### config.mk
export PLATFORM = sky130hd
export DESIGN_NAME = seven_segment_display_scanner_flat
export DESIGN_NICKNAME = d
export VERILOG_FILES = /design/src/rtl/seven_segment_display_scanner_if.sv /design/src/rtl/seven_segment_display_scanner.sv /design/src/flat_wrapper.sv
export SDC_FILE = /design/constraint.sdc
export NUM_CORES = 1
export LEC_CHECK = 0
export ABC_AREA = 1
export BUFFER_PORTS_ARGS = -buffer_cell sky130_fd_sc_hd__buf_2
export CORE_MARGIN = 10
export CORE_UTILIZATION = 29
export CTS_BUF_LIST = sky130_fd_sc_hd__clkbuf_4 sky130_fd_sc_hd__clkbuf_8
export CTS_CLUSTER_DIAMETER = 150
export CTS_CLUSTER_SIZE = 40
export DETAILED_ROUTE_END_ITERATION = 10
export SLEW_MARGIN = 0
export SYNTH_ARGS = -nofsm -noshare
export SYNTH_HDL_FRONTEND = slang
export SYNTH_SLANG_ARGS = --single-unit
### constraint.sdc
create_clock -name clk -period 2.3 [get_ports clk]
set_clock_uncertainty 0.05 [all_clocks]
set_input_delay 0.115 -clock clk [delete_from_list [all_inputs] [get_ports clk]]
set_output_delay 0.115 -clock clk [all_outputs]
set_load 0.02 [all_outputs]
### src/rtl/seven_segment_display_scanner_if.sv
// Bus between a value producer and the seven-segment scan controller:
// load strobe with value/mask/blank flag in, scanned digit drive out.
interface seven_segment_display_scanner_if #(
  parameter int NUMBER_OF_SEVEN_SEGMENT_LEDS = 4
);
  logic                                      load;
  logic [4*NUMBER_OF_SEVEN_SEGMENT_LEDS-1:0] value_bcd;
  logic [NUMBER_OF_SEVEN_SEGMENT_LEDS-1:0]   dp_mask;
  logic                                      blank_leading_zeros;
  logic [3:0]                                bcd;
  logic [NUMBER_OF_SEVEN_SEGMENT_LEDS-1:0]   seven_seg_led_number;
  logic                                      digit_dp_n;
  logic                                      frame_done;

  modport master (
    output load, value_bcd, dp_mask, blank_leading_zeros,
    input  bcd, seven_seg_led_number, digit_dp_n, frame_done
  );

  modport slave (
    input  load, value_bcd, dp_mask, blank_leading_zeros,
    output bcd, seven_seg_led_number, digit_dp_n, frame_done
  );
endinterface

### src/rtl/seven_segment_display_scanner.sv
// Time-multiplexed scanner for an N-digit common-anode display with
// double-buffered value, per-digit dead time and leading-zero blanking.
module seven_segment_display_scanner #(
  parameter int NUMBER_OF_SEVEN_SEGMENT_LEDS = 4,
  parameter int REFRESH_DIVIDER              = 50000
) (
  input  logic clk,
  input  logic rst_n,
  seven_segment_display_scanner_if.slave bus
);
  localparam int N  = NUMBER_OF_SEVEN_SEGMENT_LEDS;
  localparam int CW = $clog2(REFRESH_DIVIDER);
  localparam int IW = $clog2(N);
  localparam logic [CW-1:0] CNT_LAST = CW'(REFRESH_DIVIDER - 1);
  localparam logic [IW-1:0] IDX_LAST = IW'(N - 1);

  typedef enum logic {BLANK, DRIVE} state_t;

  state_t          state, state_next;
  logic [CW-1:0]   prescale;
  logic            tick;
  logic [IW-1:0]   index;
  logic            wrap;
  logic            armed;

  logic [4*N-1:0]  shadow_value, active_value;
  logic [N-1:0]    shadow_dp, active_dp;
  logic            shadow_blank, active_blank, pending;

  logic [3:0]      bcd_q, bcd_next;
  logic [N-1:0]    anode_q, anode_next;
  logic            dp_n_q, dp_n_next;
  logic            frame_done_q;

  logic [N-1:0]    suppress;
  logic            lead;
  logic [4*N-1:0]  digit_shifted;

  assign tick = (prescale == CNT_LAST);
  assign wrap = tick && (index == IDX_LAST);

  always_ff @(posedge clk or negedge rst_n) begin
    if (!rst_n) begin
      prescale <= '0;
    end else if (tick) begin
      prescale <= '0;
    end else begin
      prescale <= prescale + CW'(1);
    end
  end

  // armed keeps the display dark until the first tick after reset
  always_ff @(posedge clk or negedge rst_n) begin
    if (!rst_n) begin
      index        <= IDX_LAST;
      armed        <= 1'b0;
      frame_done_q <= 1'b0;
    end else begin
      frame_done_q <= wrap;
      if (tick) begin
        index <= (index == IDX_LAST) ? '0 : index + IW'(1);
        armed <= 1'b1;
      end
    end
  end

  // Commit uses the pre-edge shadow, so a load on the wrap stays pending
  always_ff @(posedge clk or negedge rst_n) begin
    if (!rst_n) begin
      shadow_value <= '0;
      shadow_dp    <= '0;
      shadow_blank <= 1'b0;
      pending      <= 1'b0;
      active_value <= '0;
      active_dp    <= '0;
      active_blank <= 1'b0;
    end else begin
      if (wrap && pending) begin
        active_value <= shadow_value;
        active_dp    <= shadow_dp;
        active_blank <= shadow_blank;
      end
      if (bus.load) begin
        shadow_value <= bus.value_bcd;
        shadow_dp    <= bus.dp_mask;
        shadow_blank <= bus.blank_leading_zeros;
        pending      <= 1'b1;
      end else if (wrap) begin
        pending <= 1'b0;
      end
    end
  end

  always_comb begin
    lead     = 1'b1;
    suppress = '0;
    for (int i = N - 1; i >= 1; i--) begin
      lead        = lead & (active_value[4*i +: 4] == 4'h0);
      suppress[i] = active_blank & lead;
    end
  end

  assign digit_shifted = active_value >> {index, 2'b00};

  always_ff @(posedge clk or negedge rst_n) begin
    if (!rst_n) begin
      state   <= BLANK;
      bcd_q   <= 4'hF;
      anode_q <= '1;
      dp_n_q  <= 1'b1;
    end else begin
      state   <= state_next;
      bcd_q   <= bcd_next;
      anode_q <= anode_next;
      dp_n_q  <= dp_n_next;
    end
  end

  always_comb begin
    state_next = state;
    bcd_next   = bcd_q;
    anode_next = anode_q;
    dp_n_next  = dp_n_q;
    case (state)
      DRIVE: begin
        if (tick) begin
          state_next = BLANK;
          bcd_next   = 4'hF;
          anode_next = '1;
          dp_n_next  = 1'b1;
        end
      end
      BLANK: begin
        if (armed) begin
          state_next = DRIVE;
          anode_next = ~(N'(1) << index);
          bcd_next   = suppress[index] ? 4'hF : digit_shifted[3:0];
          dp_n_next  = ~active_dp[index];
        end
      end
      default: state_next = BLANK;
    endcase
  end

  assign bus.bcd                  = bcd_q;
  assign bus.seven_seg_led_number = anode_q;
  assign bus.digit_dp_n           = dp_n_q;
  assign bus.frame_done           = frame_done_q;
endmodule

### src/flat_wrapper.sv
// flat-port wrapper written by rule: the top's interface ports become plain ports
module seven_segment_display_scanner_flat 
#(
  parameter int NUMBER_OF_SEVEN_SEGMENT_LEDS = 4,
  parameter int REFRESH_DIVIDER              = 50000
)
  (clk, rst_n, bus_load, bus_value_bcd, bus_dp_mask, bus_blank_leading_zeros, bus_bcd, bus_seven_seg_led_number, bus_digit_dp_n, bus_frame_done);
  seven_segment_display_scanner_if #(.NUMBER_OF_SEVEN_SEGMENT_LEDS(NUMBER_OF_SEVEN_SEGMENT_LEDS)) bus_i ();
  input  logic clk;
  input  logic rst_n;
  input wire logic [$bits(bus_i.load)-1:0] bus_load;
  input wire logic [$bits(bus_i.value_bcd)-1:0] bus_value_bcd;
  input wire logic [$bits(bus_i.dp_mask)-1:0] bus_dp_mask;
  input wire logic [$bits(bus_i.blank_leading_zeros)-1:0] bus_blank_leading_zeros;
  output wire logic [$bits(bus_i.bcd)-1:0] bus_bcd;
  output wire logic [$bits(bus_i.seven_seg_led_number)-1:0] bus_seven_seg_led_number;
  output wire logic [$bits(bus_i.digit_dp_n)-1:0] bus_digit_dp_n;
  output wire logic [$bits(bus_i.frame_done)-1:0] bus_frame_done;
  assign bus_i.load = bus_load;
  assign bus_i.value_bcd = bus_value_bcd;
  assign bus_i.dp_mask = bus_dp_mask;
  assign bus_i.blank_leading_zeros = bus_blank_leading_zeros;
  assign bus_bcd = bus_i.bcd;
  assign bus_seven_seg_led_number = bus_i.seven_seg_led_number;
  assign bus_digit_dp_n = bus_i.digit_dp_n;
  assign bus_frame_done = bus_i.frame_done;
  seven_segment_display_scanner #(.NUMBER_OF_SEVEN_SEGMENT_LEDS(NUMBER_OF_SEVEN_SEGMENT_LEDS), .REFRESH_DIVIDER(REFRESH_DIVIDER)) u_core (.clk(clk), .rst_n(rst_n), .bus(bus_i));
endmodule
==> impl_metrics.yaml, run 1 <==
outcome:
  status: "complete, no violations"
timing:
  max_slew.worst_pin.slew_ns: 0.627
  hold_ws_ns: 0.126
  period_share: 0.779
  setup_violations: 0
  fin_tns_setup_ns: 0
  min_period_ns: 1.79
  rsz0062_at_grt: "no"
  slew_viol_final: 0
  max-slew-margin-rel: 0.582
  finalHoldViolations: 0
  fmax_mhz: 558
finish:
  diodes: 0
  nNetsFinal: 499
  area_delta_synth_final_pct: 21.7
  fill_cells: 1214
  fin_util: 0.360
  multiInputGateArea_mm2: 0.00136
  drive_gt1_frac: 0.162
  regArea_mm2: 0.00184
global_route:
  use_met3: 0.0331
  top_usage_layer: "met2"
  grtUsageMet1: 0.134
  grt_max_degree: 49
  antenna_found_initial: 0
  gr-total-overflow: 0
  grt_pass1_vias: 2746
  grt_pass1_wl_um: 13400
  track_usage: 0.0982
  grt_use_met2: 0.141
placement:
  io_buffers: 33
  gp_congestion: 0.820
  hpwl_um: 5140
floorplan:
  core-area_mm2: 0.0114
  ioPinCount: 34
  placementRows: 39
  dieArea_mm2: 0.0164
  start_util: 0.296
  die_y_um: 128
  die_x_um: 128
logic_synthesis:
  synthMuxAreaShare: 0
  post-synth-top-area-fraction: 0.459
  synth-compound-area-share: 0.0167
  yosys.area_share.simple: 0.340
  yosys.area_share.xor_xnor: 0.0259
  synth_top_area_cell: "dfrtp_1"
  yosys_warnings: 0
  synth_area_per_cell_um2: 8.15
  netlist_instances: 415
  synth_seq_cells: 73
  synthAdderAreaFrac: 0.0185
  seq_area_frac_synth: 0.544
  synth_top_family_by_area: "simple AND/OR/NAND/NOR gates"
  synth.cell_area_mm2: 0.00338
  ys_top_cells_by_area: "dfrtp_1, nand2_1, dfstp_2, nand3_1, nor2_1"
  synth_nets: 444
  synth_cell_type_count: 28
clock_tree:
  cts_root_buf: "clkbuf_8"
  h-tree-depth: 3
  cts_tree: "done"
  cts_buffers: 9
  clkSlewWorstSetupHoldPaths_ns: 0.07
  clock_sink_count: 73
  cts_buffer_depth: 2
  cts_resized: 0
  clk_latency_ns: 0.35
  cts.hold.buffers_added: 22
  post_cts_buffers: 0
critical_path:
  cp-end-kind: "register"
  cp_num_buf_inv: 1
  cp-endpoint: "u_core.active_value[7]$_DFFE_PN0P_"
  worstPathArrival_ns: 1.99
  start_kind: "register"
  reg2reg_from: "u_core.prescale[0]$_DFF_PN0_"
  crit_fanout: 21
  critPathMaxStageDelay_ns: 0.37
  worstSetupPathType: "register to register"
  crit_path_start: "u_core.prescale[0]$_DFF_PN0_"
  cp_cell_sequence: "ha_1 -> nand2_1 -> nor2_4 -> inv_2 -> nor2_4 -> nand2_2 -> nor2_4 -> nand2_2 -> nand2_1 -> nand2_1"
  r2r_slack_ns: 0.51
  timing.rr.end: "u_core.active_value[7]$_DFFE_PN0P_"
  path_depth: 10
  critPathTopFamily: "simple AND/OR/NAND/NOR gates"
  slowest_stage: "dfrtp_1"
  rr_worst_depth: 10
  crit_required_ns: 2.49
pwr:
  p_total_w: 0.00250
  peakVddDrop_mv: 0.534
  power_density_mw_per_mm2: 607
  p_leak_nw: 2.13
worst_hold_path:
  hold_path.class: "primary input to register"
flow_run:
  cap_violations: 0
drt:
  drc: 0
  drt_wl_total_um: 7330
  drtIter0Drc: 171
  viasPerCell: 4.44
  dr_total_vias: 2742
  wl_per_cell_um: 11.9
  drtAntennaViolNets: 0
  first_pass_iters: 4
per-stage QoR:
step	area, um^2	cells	setup slack (ns)
final	4110	618	0.507
after detailed placement	3680	580	0.496
after floorplan	3380	415	0.732
after CTS	4110	618	0.477
after global routing	4110	618	0.313
after global placement	3680	580	0.544
logic make-up after synthesis:
| logic type | Yosys count |
|---|---|
| buffers and inverters | 42 |
| adders and majority gates | 5 |
| AOI/OAI and AO/OA | 11 |
| and+or+nand+nor | 274 |
| DFF | 73 |
| xor gates and xnor gates | 10 |
worst min-delay path by stage:
stage | startpoint | to | slack [ns] | cells after the start
3_3_place_gp | rst_n | u_core.prescale[15]$_DFF_PN0_ | 0.13 | 1
2_1_floorplan | rst_n | u_core.active_blank$_DFFE_PN0P_ | -0.23 | 0
3_5_place_dp | rst_n | u_core.prescale[15]$_DFF_PN0_ | 0.13 | 1
6_report | bus_load | u_core.shadow_dp[3]$_DFFE_PN0P_ | 0.13 | 3
5_1_grt | bus_load | u_core.shadow_dp[0]$_DFFE_PN0P_ | 0.13 | 3
4_1_cts | bus_load | u_core.shadow_dp[3]$_DFFE_PN0P_ | 0.10 | 3
cell usage after synthesis (all sizes together):
library cell  number
nand2            174
dfrtp             62
nand3             53
nor2              37
inv               26
dfstp             11
o21ai              8
xor2               8
buf                7
clkbuf             7
ha                 5
nor3               5
a21oi              2
and3               2
clkinv             2
or2                2
xnor2              2
nand4              1
o22ai              1
cells in the final DEF, fill, tap and decap left out, types with 2 or more instances in the layout:
master,count
a21oi_1,2
and3_1,2
buf_2,33
buf_4,2
clkbuf_8,11
clkinv_1,2
dfrtp_1,62
dfstp_2,11
dlygate4sd3_1,22
ha_1,5
inv_1,22
inv_2,4
nand2_1,171
nand2_2,3
nand3_1,52
nor2_1,33
nor2_4,3
nor3_1,5
o21ai_0,6
o21ai_1,2
or2_2,2
xnor2_1,2
xor2_1,8
sequential cells by signal (all words and copies together) (netlist names), 2 cells and up:
| register | count |
|---|---|
| u_core.shadow_dp | 4 |
| u_core.bus.bcd | 4 |
| u_core.active_value | 16 |
| u_core.active_dp | 4 |
| u_core.bus.seven_seg_led_number | 4 |
| u_core.shadow_value | 16 |
| u_core.index | 2 |
| u_core.prescale | 16 |
cell type report:
type	instances	share of cell area
flip-flops and latches	73	0.448
clock inverters	4	0.0125
well taps	143	0.0435
multi-input cells	300	0.330
repair buffers	58	0.102
clock buffers	12	0.0386
inverters	28	0.0256
power breakdown:
| group | switching (W) | internal [W] |
|---|---|---|
| sequential | 0.0000183 | 0.00132 |
| combinational | 0.0000628 | 0.0000561 |
| clock | 0.000470 | 0.000572 |
tightest hold or removal path, cell delays in order:
cell and delay (ns):
buf_2 0.23, nand2_1 0.10, nand2_1 0.04
routing by layer:
metal	up-vias	wire [um]
met1	1269	3690
met5	-	0
met2	61	3240
li1	1407	-
met4	0	65
met3	5	330
No activity file was read; power rests on OpenSTA's default activity.
==> inputs of run 2 (changes only) <==
==> constraint.sdc (replaced) <==
create_clock -name clk -period 1.8 [get_ports clk]
set_clock_uncertainty 0.05 [all_clocks]
set_input_delay 0.09 -clock clk [delete_from_list [all_inputs] [get_ports clk]]
set_output_delay 0.09 -clock clk [all_outputs]
set_load 0.02 [all_outputs]
==> impl_metrics.yaml, run 2 (synthesis gave the netlist of run 1 again) <==
critical_path:
  worstPathArrival_ns: 2.01
  cpMostUsedCell: "nor2_4"
  critPathTopFamily: "simple AND/OR/NAND/NOR gates"
  reg2reg_from: "u_core.prescale[0]$_DFF_PN0_"
  cp-end-kind: "register"
  cp-endpoint: "u_core.active_value[6]$_DFFE_PN0P_"
  cp_cell_sequence: "ha_2 -> nand2_2 -> nor2_4 -> inv_2 -> nor2_4 -> nand2_4 -> nor2_4 -> buf_12 -> clkbuf_16 -> nand3_2 -> nand2_1"
  worstSetupPathType: "register to register"
  timing.rr.end: "u_core.active_value[6]$_DFFE_PN0P_"
  path_depth: 11
  crit_required_ns: 2.04
  r2r_slack_ns: 0.04
  crit_path_start: "u_core.prescale[0]$_DFF_PN0_"
  critPathMaxStageDelay_ns: 0.38
  rr_worst_depth: 11
  crit_fanout: 6
  slowest_stage: "dfrtp_1"
  start_kind: "register"
  cp_num_buf_inv: 3
clock_tree:
  cts_buffer_depth: 2
  h-tree-depth: 3
  cts_tree: "done"
  cts_buffers: 9
  clk_latency_ns: 0.35
  clock_sink_count: 73
  cts_root_buf: "clkbuf_8"
  clkSlewWorstSetupHoldPaths_ns: 0.08
timing:
  max_slew.worst_pin.slew_ns: 0.698
  max-slew-margin-rel: 0.535
  fmax_mhz: 567
  fin_tns_setup_ns: 0
  rsz0062_at_grt: "yes"
  min_period_ns: 1.76
  slew_viol_final: 0
  period_share: 0.980
  finalHoldViolations: 0
  setup_violations: 0
pwr:
  power_frac_clock: 0.439
  switching_share: 0.225
  internal_power_w: 0.00257
  p_sw_w: 0.000745
  p_leak_nw: 2.24
  comb_power_share: 0.045
  peakVddDrop_mv: 0.398
  seqPwrFrac: 0.516
  p_total_w: 0.00332
  power_density_mw_per_mm2: 742
global_route:
  antenna_found_initial: 0
  grt_max_degree: 57
  grt_pass1_wl_um: 13300
  track_usage: 0.0960
  gr-total-overflow: 0
  grt_pass1_vias: 2957
drt:
  drt_wl_total_um: 7940
  drc: 0
  drtIter0Drc: 168
  wl_per_cell_um: 12.5
  viasPerCell: 4.51
  drtAntennaViolNets: 0
  dr_total_vias: 2855
  first_pass_iters: 4
floorplan:
  placementRows: 39
  start_util: 0.296
  die_x_um: 128
  core-area_mm2: 0.0114
  dieArea_mm2: 0.0164
  die_y_um: 128
  ioPinCount: 34
finish:
  final_cell_mix: "nand2_1, dfrtp_1, nand3_1, nor2_1, buf_2"
  regArea_mm2: 0.00184
  drive_gt1_frac: 0.259
  multiInputGateArea_mm2: 0.00153
  finalNonFillerCells: 633
  diodes: 0
  fill_cells: 1175
  nNetsFinal: 514
  area_delta_synth_final_pct: 32.3
  top_regs: "u_core.active_value: 16 flops, u_core.prescale: 16 flops, u_core.shadow_value: 16 flops"
  final_common_cell: "nand2_1"
placement:
  dp_cells: 584
  hpwl_um: 5240
  gp_congestion: 0.825
  io_buffers: 33
flow_run:
  cap_violations: 0
worst_hold_path:
  hold_path.class: "primary input to register"
outcome:
  status: "complete, no violations"
run 2: how the worst min path moves through the flow:
stage / to / slack (ns) / start / depth (start not counted)
after floorplan: u_core.active_blank$_DFFE_PN0P_ / -0.26 / rst_n / 0
after global placement: u_core.prescale[14]$_DFF_PN0_ / 0.01 / rst_n / 1
after detailed placement: u_core.prescale[14]$_DFF_PN0_ / 0.01 / rst_n / 1
after CTS: u_core.shadow_value[5]$_DFFE_PN0P_ / 0.08 / bus_load / 3
after global routing: u_core.shadow_dp[3]$_DFFE_PN0P_ / 0.11 / bus_load / 3
final: u_core.shadow_value[7]$_DFFE_PN0P_ / 0.09 / bus_load / 3
run 2: what timing repair did:
| item | 4_1_cts | 5_1_grt |
|---|---|---|
| hold endpoints to repair | 38 | 0 |
| buffers inserted | 0 | 7 |
| pin swaps | 0 | 19 |
| gates cloned | 0 | 4 |
| setup endpoints to repair | 21 | 31 |
| hold buffers | 22 | 0 |
| resized for setup | 1 | 42 |
run 2: power groups by stage:
| stage | sequential (W) | combinational, W | clock, W |
|---|---|---|---|
| 4_1_cts | 0.00171 | 0.000155 | 0.00149 |
| 2_1_floorplan | 0.00173 | 0.0000472 | 0 |
| 3_3_place_gp | 0.00173 | 0.000115 | 0 |
| 6_report | 0.00171 | 0.000150 | 0.00146 |
| 3_5_place_dp | 0.00174 | 0.000118 | 0 |
| 5_1_grt | 0.00172 | 0.000175 | 0.00155 |
run 2: layout make-up:
| class | count | area share |
|---|---|---|
| Clock buffer | 10 | 0.0308 |
| Clock inverter | 6 | 0.0204 |
| Inverter | 28 | 0.0238 |
| Multi-Input combinational cell | 301 | 0.341 |
| Sequential cell | 73 | 0.412 |
| Tap cell | 143 | 0.0400 |
| Timing Repair Buffer | 72 | 0.132 |
run 2: worst min-delay path: stages:
cell and delay [ns]:
buf_2 0.23, nand2_1 0.10, nand2_1 0.04
run 2: layer usage:
| metal | share of wire | routed length [um] | up-vias | GRT usage |
|---|---|---|---|---|
| met3 | 0.037 | 291 | 13 | 0.0285 |
| met2 | 0.46 | 3680 | 47 | 0.157 |
| li1 | - | - | 1436 | - |
| met1 | 0.49 | 3860 | 1359 | 0.120 |
| met5 | 0 | 0 | - | 0 |
| met4 | 0.014 | 109 | 0 | 0.0278 |
run 2: metrics by stage:
stage,worst slack [ns],util,cell area [um^2],hold slack (ns)
global placement,0.0209,0.326,3720,0.0104
detailed placement,-0.0637,0.326,3720,0.0133
CTS,0.0340,0.366,4180,0.0831
global route,-0.0633,0.392,4470,0.113
floorplan,0.232,-,3380,-0.256
finish,0.0362,0.392,4470,0.0908
==> inputs of run 3 (changes only) <==
--- a/config.mk
+++ b/config.mk
@@ -5,14 +5,14 @@
 export SDC_FILE = /design/constraint.sdc
 export NUM_CORES = 1
 export LEC_CHECK = 0
-export ABC_AREA = 1
 export BUFFER_PORTS_ARGS = -buffer_cell sky130_fd_sc_hd__buf_2
 export CORE_MARGIN = 10
 export CORE_UTILIZATION = 29
 export CTS_BUF_LIST = sky130_fd_sc_hd__clkbuf_4 sky130_fd_sc_hd__clkbuf_8
 export CTS_CLUSTER_DIAMETER = 150
-export CTS_CLUSTER_SIZE = 40
+export CTS_CLUSTER_SIZE = 30
 export DETAILED_ROUTE_END_ITERATION = 10
+export GPL_TIMING_DRIVEN = 0
 export SLEW_MARGIN = 0
 export SYNTH_ARGS = -nofsm -noshare
 export SYNTH_HDL_FRONTEND = slang
==> impl_metrics.yaml, run 3 <==
outcome:
  status: "complete, but fails checks"
  violations: "negative setup slack"
logic_synthesis:
  synth_top_area_cell: "dfrtp_1"
  synth_ff_type: "dfrtp_1"
  seq_area_frac_synth: 0.563
  netlist_instances: 239
  synth_cell_type_count: 39
  synth.cell_area_mm2: 0.00327
  ys_top_cells_by_area: "dfrtp_1, mux2_4, dfstp_2, mux2_2, mux4_2"
  yosys_warnings: 0
  synth_most_common_cell: "dfrtp_1"
  synth_edf_count: 0
  synthArstFlopShare: 1.00
  synth_seq_cells: 73
  synth_nets: 268
  synth_area_per_cell_um2: 13.7
  post-synth-top-area-fraction: 0.474
  ys_top_cells_by_count: "dfrtp_1, mux2_2, mux2_4"
timing:
  max_slew.worst_pin.slew_ns: 0.901
  finalHoldViolations: 0
  slew_viol_final: 0
  fin_tns_setup_ns: -1.63
  setup_violations: 21
  min_period_ns: 1.89
  hold_ws_ns: 0.367
  rsz0062_at_grt: "yes"
  fmax_mhz: 528
  max-slew-margin-rel: 0.400
  worst_slack_ns: -0.0923
  period_share: 1.05
floorplan:
  start_util: 0.299
  placementRows: 38
  die_y_um: 126
  ioPinCount: 34
  die_x_um: 126
  dieArea_mm2: 0.0159
  core-area_mm2: 0.0109
finish:
  nNetsFinal: 345
  multiInputGateArea_mm2: 0.00134
  finalNonFillerCells: 461
  fill_cells: 1059
  area_delta_synth_final_pct: 27.0
  final_common_cell: "dfrtp_1"
  regArea_mm2: 0.00184
  diodes: 0
  top_regs: "u_core.active_value: 16 flops, u_core.prescale: 16 flops, u_core.shadow_value: 16 flops"
  stdcell_area_mm2: 0.00416
  drive_gt1_frac: 0.408
  final_cell_mix: "dfrtp_1, buf_2, dlygate4sd3_1, mux2_2, mux2_4"
clock_tree:
  h-tree-depth: 3
  cts_tree: "done"
  clkSlewWorstSetupHoldPaths_ns: 0.07
  clk_latency_ns: 0.35
  clock_sink_count: 73
  cts_root_buf: "clkbuf_8"
  cts_buffers: 9
  cts_buffer_depth: 2
pwr:
  p_total_w: 0.00318
  p_leak_nw: 1.86
  peakVddDrop_mv: 0.405
  power_density_mw_per_mm2: 765
drt:
  drtAntennaViolNets: 0
  wl_per_cell_um: 13.9
  drtIter0Drc: 113
  drc: 0
  drt_wl_total_um: 6390
  viasPerCell: 4.55
  dr_total_vias: 2097
  first_pass_iters: 4
placement:
  gp_congestion: 0.762
  dp_cells: 412
  hpwl_um: 4440
  placed_area_mm2: 0.00362
  io_buffers: 33
global_route:
  antenna_found_initial: 0
  grt_pass1_wl_um: 11100
  gr-total-overflow: 0
  grt_max_degree: 74
  track_usage: 0.0872
  grt_pass1_vias: 2176
critical_path:
  worstSetupPathType: "register to register"
  timing.rr.end: "u_core.active_dp[0]$_DFFE_PN0P_"
  cp-endpoint: "u_core.active_dp[0]$_DFFE_PN0P_"
  start_kind: "register"
  cp-end-kind: "register"
  crit_path_start: "u_core.prescale[11]$_DFF_PN0_"
  crit_required_ns: 1.98
  reg2reg_from: "u_core.prescale[11]$_DFF_PN0_"
  worstPathArrival_ns: 2.07
  crit_fanout: 10
  r2r_slack_ns: -0.09
  rr_worst_depth: 5
flow_run:
  cap_violations: 0
worst_hold_path:
  hold_path.class: "primary input to asynchronous set/reset pin"
## run 3: cell types whose count changed in the layout (fill, tap and decap cells not counted), moves of 14 or more
| cell | before | now |
|---|---|---|
| nand3_1 | 41 | 6 |
| nand2_2 | 21 | 0 |
| nor2_1 | 33 | 19 |
| mux2_2 | 0 | 22 |
| nand2_1 | 149 | 9 |
| mux2_4 | 0 | 20 |
## run 3: stage by stage
stage,util,setup WS (ns)
floorplan,-,-0.0845
global placement,0.331,-0.179
detailed placement,0.331,-0.205
CTS,0.382,-0.167
global route,0.380,-0.144
finish,0.380,-0.0923
## run 3: critical path: stages (launching register included)
cell and delay [ns]:
dfrtp_2 0.44, nor4b_4 0.30, and4_4 0.26, and3_4 0.25, buf_12 0.16, mux2_4 0.30
## run 3: cells by family after synthesis
kind of cell | Yosys count | synth area share
mux | 51 | 0.214
simple gates | 58 | 0.0971
buf+inv | 20 | 0.0356
flops | 73 | 0.563
xor+xnor | 13 | 0.0348
fa+ha+maj | 5 | 0.0191
compound gates | 19 | 0.0367
## run 3: per-layer routing
metal | vias up | GRT usage | share of wire
met5 | - | 0 | 0
met4 | 0 | 0.0342 | 0.016
met3 | 9 | 0.0348 | 0.038
met2 | 36 | 0.138 | 0.49
met1 | 1053 | 0.104 | 0.45
li1 | 999 | - | -
## run 3: how the worst min path moves through the flow
stage	startpoint	endpoint	cells after the start
after global routing	bus_load	u_core.pending$_DFFE_PN0P_	3
after CTS	bus_load	u_core.pending$_DFFE_PN0P_	3
after global placement	bus_value_bcd[11]	u_core.shadow_value[11]$_DFFE_PN0P_	2
after detailed placement	rst_n	u_core.prescale[8]$_DFF_PN0_	1
after floorplan	rst_n	u_core.active_blank$_DFFE_PN0P_	0
final	rst_n	u_core.prescale[9]$_DFF_PN0_	2
## run 3: cell type report
cell class / count / share of cell area
well taps: 140 / 0.0421
clock inverters: 2 / 0.00903
clock buffers: 14 / 0.0403
repair buffers: 69 / 0.124
inverters: 12 / 0.0108
flip-flops and latches: 73 / 0.443
plain buffers: 5 / 0.00933
multi-input cells: 146 / 0.321
## run 3: power by group
part           switching, W  internal, W
clock network      0.000562     0.000741
logic             0.0000633    0.0000983
registers         0.0000257      0.00169
## run 3: repair_timing
item / 4_1_cts / 5_1_grt
hold buffers: 24 / 0
resized for setup: 3 / 4
hold endpoints to repair: 83 / 0
pin swaps: 3 / 3
setup buffers: 10 / 2
cloned: 1 / 0
endpoints found under the setup margin: 35 / 23
